--- config.mk ---
export PLATFORM = sky130hd
export DESIGN_NAME = regfile_wb_sink
export DESIGN_NICKNAME = d
export VERILOG_FILES = /design/src/rtl/regfile_wb_sink.sv
export SDC_FILE = /design/constraint.sdc
export NUM_CORES = 1
export LEC_CHECK = 0
export CORE_MARGIN = 2
export CORE_UTILIZATION = 40
export CTS_BUF_LIST = sky130_fd_sc_hd__clkbuf_4 sky130_fd_sc_hd__clkbuf_8 sky130_fd_sc_hd__clkbuf_16
export DETAILED_ROUTE_END_ITERATION = 8
export PLACE_DENSITY = 0.69
export SYNTH_ARGS = -nofsm -noshare
export SYNTH_HDL_FRONTEND = slang
export SYNTH_SLANG_ARGS = --single-unit
--- constraint.sdc ---
create_clock -name clk -period 3.3 [get_ports clk]
set_input_delay 0.66 -clock clk [delete_from_list [all_inputs] [get_ports clk]]
set_output_delay 0.66 -clock clk [all_outputs]
set_load 0.02 [all_outputs]
--- src/rtl/regfile_wb_sink.sv ---
// regfile_wb_sink: 8x16 register file with one writeback port, two registered
// read ports with same-cycle writeback bypass, and a per-register 2-bit
// pending-write scoreboard that drives stall and reservation acknowledge.
module regfile_wb_sink (
   input  logic        clk,
   input  logic        rst_n,
   input  logic        write_in,
   input  logic [2:0]  writenum_in,
   input  logic [15:0] writeback_data_in,
   input  logic [2:0]  readnum_a_in,
   input  logic [2:0]  readnum_b_in,
   input  logic        read_en_in,
   input  logic        reserve_in,
   input  logic [2:0]  reserve_num_in,
   input  logic        flush_in,
   output logic [15:0] data_a_out,
   output logic [15:0] data_b_out,
   output logic        stall_out,
   output logic        reserve_ack_out
);

   logic [15:0] regs [8];
   logic [1:0]  pend [8];
   logic        stall_a;
   logic        stall_b;

   // A source is pending if more than one write is outstanding, or exactly one
   // that is not being retired by the writeback in this same cycle.
   always_comb begin
      stall_a = (pend[readnum_a_in] > 2'd1) ||
                ((pend[readnum_a_in] == 2'd1) && !(write_in && (writenum_in == readnum_a_in)));
      stall_b = (pend[readnum_b_in] > 2'd1) ||
                ((pend[readnum_b_in] == 2'd1) && !(write_in && (writenum_in == readnum_b_in)));
      stall_out = rst_n && read_en_in && (stall_a || stall_b);
   end

   // A saturated counter still accepts a reserve when a write retires one slot
   // of the same register this cycle.
   always_comb begin
      reserve_ack_out = rst_n && reserve_in && !flush_in &&
                        ((pend[reserve_num_in] != 2'd3) ||
                         (write_in && (writenum_in == reserve_num_in)));
   end

   // Array writes and read-port capture with writeback bypass.
   always_ff @(posedge clk) begin
      if (!rst_n) begin
         for (int r = 0; r < 8; r++) regs[r] <= '0;
         data_a_out <= '0;
         data_b_out <= '0;
      end else begin
         if (write_in) regs[writenum_in] <= writeback_data_in;
         if (read_en_in) begin
            data_a_out <= (write_in && (writenum_in == readnum_a_in)) ? writeback_data_in
                                                                       : regs[readnum_a_in];
            data_b_out <= (write_in && (writenum_in == readnum_b_in)) ? writeback_data_in
                                                                       : regs[readnum_b_in];
         end
      end
   end

   // Scoreboard: reserve increments, write decrements (floored at 0), a
   // reserve and write to the same register cancel, flush clears everything.
   always_ff @(posedge clk) begin
      if (!rst_n || flush_in) begin
         for (int r = 0; r < 8; r++) pend[r] <= '0;
      end else begin
         for (int r = 0; r < 8; r++) begin
            if (reserve_ack_out && (reserve_num_in == 3'(r)) &&
                write_in && (writenum_in == 3'(r)))
               pend[r] <= pend[r];
            else if (reserve_ack_out && (reserve_num_in == 3'(r)))
               pend[r] <= pend[r] + 2'd1;
            else if (write_in && (writenum_in == 3'(r)) && (pend[r] != 2'd0))
               pend[r] <= pend[r] - 2'd1;
         end
      end
   end

endmodule
==> impl_metrics.sql <==
INSERT INTO impl_metrics (metric_group, metric, value, unit) VALUES
('outcome', 'run_status', 'completed', ''),
('sta', 'setup_clock_skew_after_layout', '13.7', 'ps'),
('worst_setup_path', 'path_delay_family', 'buffers and inverters', ''),
('pwr', 'vdd_ir_drop_max', '0.000290', 'V'),
('pwr', 'power.share.sequential', '48.4', '%'),
('floorplan', 'fp-row-count', '56', ''),
('clocking', 'cts_root_buffer', 'sky130_fd_sc_hd__clkbuf_16', ''),
('synthesis', 'synth_top_family_by_area', 'multiplexers', ''),
('synthesis', 'async_flop_share', '0', '%'),
('layout', 'layout.cells.most_common_list', 'sky130_fd_sc_hd__edfxtp_1, sky130_fd_sc_hd__and2_1, sky130_fd_sc_hd__mux2i_1', ''),
('pwr', 'p_clk_share', '36.6', '%'),
('worst_setup_path', 'cp_num_buf_inv', '2', ''),
('pwr', 'internal_power', '4060', 'uW'),
('pwr', 'net_sw_share', '26.0', '%'),
('layout', 'design.final.nets', '935', ''),
('worst_setup_path', 'crit_path_top_delay_cell', 'sky130_fd_sc_hd__or4b_4', ''),
('sta', 'hold-worst-slack', '528', 'ps'),
('synthesis', 'synth-xor-area-share', '1.00', '%'),
('worst_setup_path', 'worstSetupStartpointType', 'primary input', ''),
('synthesis', 'synth_fa_ha_area_share', '0.130', '%'),
('worst_setup_path', 'cp.arrival', '2540', 'ps'),
('global_route', 'grt_use_total', '21.7', '%'),
('synthesis', 'synth.ff_latch_count', '176', ''),
('sta', 'report.final.setup_viol', '0', ''),
('min_path', 'min_delay_worst_endpoint', 'data_a_out[12]', ''),
('pwr', 'power_frac_comb', '15.0', '%'),
('worst_setup_path', 'worst_ep_required_time', '2640', 'ps'),
('clocking', 'clockBufferDepth', '2', ''),
('sta', 'final_period_demand_of_the_worst_path', '3200', 'ps'),
('min_path', 'hold_path_class', 'reg2reg', ''),
('worst_setup_path', 'crit_path_cell_trace', 'clkdlybuf4s50_1, xor2_1, or4b_4, a211oi_2, a21oi_1, o211a_1, buf_2', ''),
('synthesis', 'synth_sequential_area_ratio', '51.6', '%'),
('drt', 'routed_wirelength', '27000', 'um'),
('floorplan', 'starting_utilization_of_the_core_area', '40.9', '%'),
('sta', 'totalNegativeSetupSlack', '0', 'ps'),
('worst_setup_path', 'cp_slowest_stage_delay', '540', 'ps'),
('worst_setup_path', 'r2r-end', 'pend[2][0]', ''),
('sta', 'max_slew.worst_pin.slew', '1140', 'ps'),
('synthesis', 'ys.warnings.count', '0', ''),
('place', 'post-place-cells', '1200', ''),
('sta', 'final-max-slew-violation-count', '0', ''),
('pwr', 'p_switching', '1420', 'uW'),
('sta', 'finalCritPeriodShare', '97.0', '%'),
('sta', 'finalHoldViolCount', '0', ''),
('layout', 'layout-area-overhead-vs-synth', '18.8', '%'),
('pwr', 'leakagePower', '0.00426', 'uW'),
('layout', 'layout_commonest_cell', 'sky130_fd_sc_hd__edfxtp_1', ''),
('layout', 'total_of_fill_cells_in_the_finished_design', '2160', ''),
('clocking', 'tritoncts_num_sinks', '176', ''),
('worst_setup_path', 'crit-reg2reg-launch', 'pend[0][1]', ''),
('worst_setup_path', 'register_to_register_setup_slack', '1310', 'ps'),
('synthesis', 'yosys.cell_types.count', '45', ''),
('global_route', 'via_count_of_the_first_global_routing_pass', '7008', ''),
('min_path', 'hold_path_startpoint', 'data_a_out[12]', ''),
('drt', 'vias', '7116', ''),
('pwr', 'power.density', '480', 'nW/um^2'),
('floorplan', 'die_w', '159', 'um'),
('global_route', 'grt_start_max_net_pins', '65', ''),
('place', 'gp_routability_congestion', '0.891', ''),
('global_route', 'antenna_violations_before_repair', '1', ''),
('synthesis', 'mappedNetlistNets', '859', ''),
('floorplan', 'design.core.area', '23500', 'um^2'),
('synthesis', 'postSynthCellCount', '824', ''),
('worst_setup_path', 'worst-r2r-cell-count', '5', ''),
('worst_setup_path', 'critical_path.max_fanout', '4', ''),
('place', 'place.detailed.hpwl', '16700', 'um'),
('clocking', 'cts_setup_buffers', '0', ''),
('drt', 'post_drt_wl_per_cell', '21.9', 'um'),
('layout', 'multi_input_comb_area', '4410', 'um^2'),
('layout', 'final_core_utilization', '48.6', '%'),
('layout', 'fin_cells', '1233', '');
==> how the worst max path moves through the flow <==
stage / depth (start not counted) / end / start
after CTS: 7 / stall_out / readnum_b_in[2]
final: 7 / stall_out / readnum_b_in[0]
after detailed placement: 7 / stall_out / writenum_in[2]
after global routing: 7 / stall_out / writenum_in[0]
after floorplan: 7 / stall_out / writenum_in[0]
after global placement: 7 / stall_out / writenum_in[2]
==> what timing repair did <==
action,in CTS,in global routing
endpoints found under the setup margin,1,2
resized for setup,8,3
endpoints found under the hold margin,0,0
pin swaps,0,2
==> final cells by class <==
class                           count  share of cell area, %
Antenna cell                        1                 0.0219
Clock buffer                       24                   4.60
Clock inverter                      8                  0.580
Inverter                            4                  0.131
Multi-Input combinational cell    581                   38.6
Sequential cell                   176                   43.4
Tap cell                          319                   3.49
Timing Repair Buffer              120                   9.16
==> worst min-delay path: stages (launching register included) <==
cell and delay, ps:
sky130_fd_sc_hd__dfxtp_1 320, sky130_fd_sc_hd__o21ai_0 70, sky130_fd_sc_hd__a21oi_1 100
==> cell families after synthesis <==
logic type,Yosys count
and+or+nand+nor,284
DFF,176
AOI/OAI and AO/OA,160
xor gates and xnor gates,11
muxes,125
buffers and inverters,67
adders and majority gates,1
==> sequential cells by signal, indices dropped and copies added, names as in the netlist <==
signal      count
regs          128
data_a_out     16
pend           16
data_b_out     16
==> cells in the mapped netlist (all sizes together), types with 2 or more instances <==
| cell type | n | area share (%) |
|---|---|---|
| a211oi | 3 | 0.23 |
| a21oi | 37 | 1.9 |
| a22oi | 32 | 2.5 |
| a31oi | 21 | 1.4 |
| and2 | 129 | 8.4 |
| buf | 22 | 1.2 |
| clkbuf | 41 | 1.6 |
| dfxtp | 32 | 6.7 |
| edfxtp | 144 | 45 |
| inv | 4 | 0.16 |
| mux2 | 2 | 0.23 |
| mux2i | 84 | 8.7 |
| mux4 | 39 | 9.1 |
| nand2 | 59 | 2.3 |
| nand2b | 3 | 0.20 |
| nand3 | 27 | 1.4 |
| nand3b | 12 | 0.94 |
| nand4 | 4 | 0.26 |
| nand4b | 2 | 0.18 |
| nor2 | 24 | 0.94 |
| nor2b | 4 | 0.26 |
| nor3 | 7 | 0.36 |
| nor3b | 2 | 0.16 |
| o21ai | 56 | 2.9 |
| o31ai | 5 | 0.39 |
| or3 | 3 | 0.20 |
| or4 | 2 | 0.16 |
| xnor2 | 7 | 0.64 |
| xor2 | 4 | 0.36 |
==> power groups by stage <==
stage | registers, uW | clock network (uW) | logic (uW)
finish | 2660 | 2010 | 823
global route | 2670 | 2120 | 886
floorplan | 2710 | 0 | 454
global placement | 2690 | 0 | 805
detailed placement | 2700 | 0 | 817
CTS | 2650 | 2040 | 823
==> routing by layer <==
layer | track usage, % | wire, um | vias up
met4 | 7.07 | 530 | 0
met5 | 0 | 0 | -
met1 | 28.5 | 11200 | 3502
met2 | 36.3 | 13200 | 321
li1 | - | - | 3248
met3 | 4.14 | 2110 | 45
==> per-stage QoR <==
| step | cell area [um^2] | worst slack [ps] |
|---|---|---|
| finish | 11400 | 99.3 |
| global route | 11400 | 5.51 |
| CTS | 11400 | 1.54 |
| detailed placement | 10800 | -438 |
| global placement | 10800 | -445 |
| floorplan | 9630 | 474 |
Power figures use the tool's default switching activity.
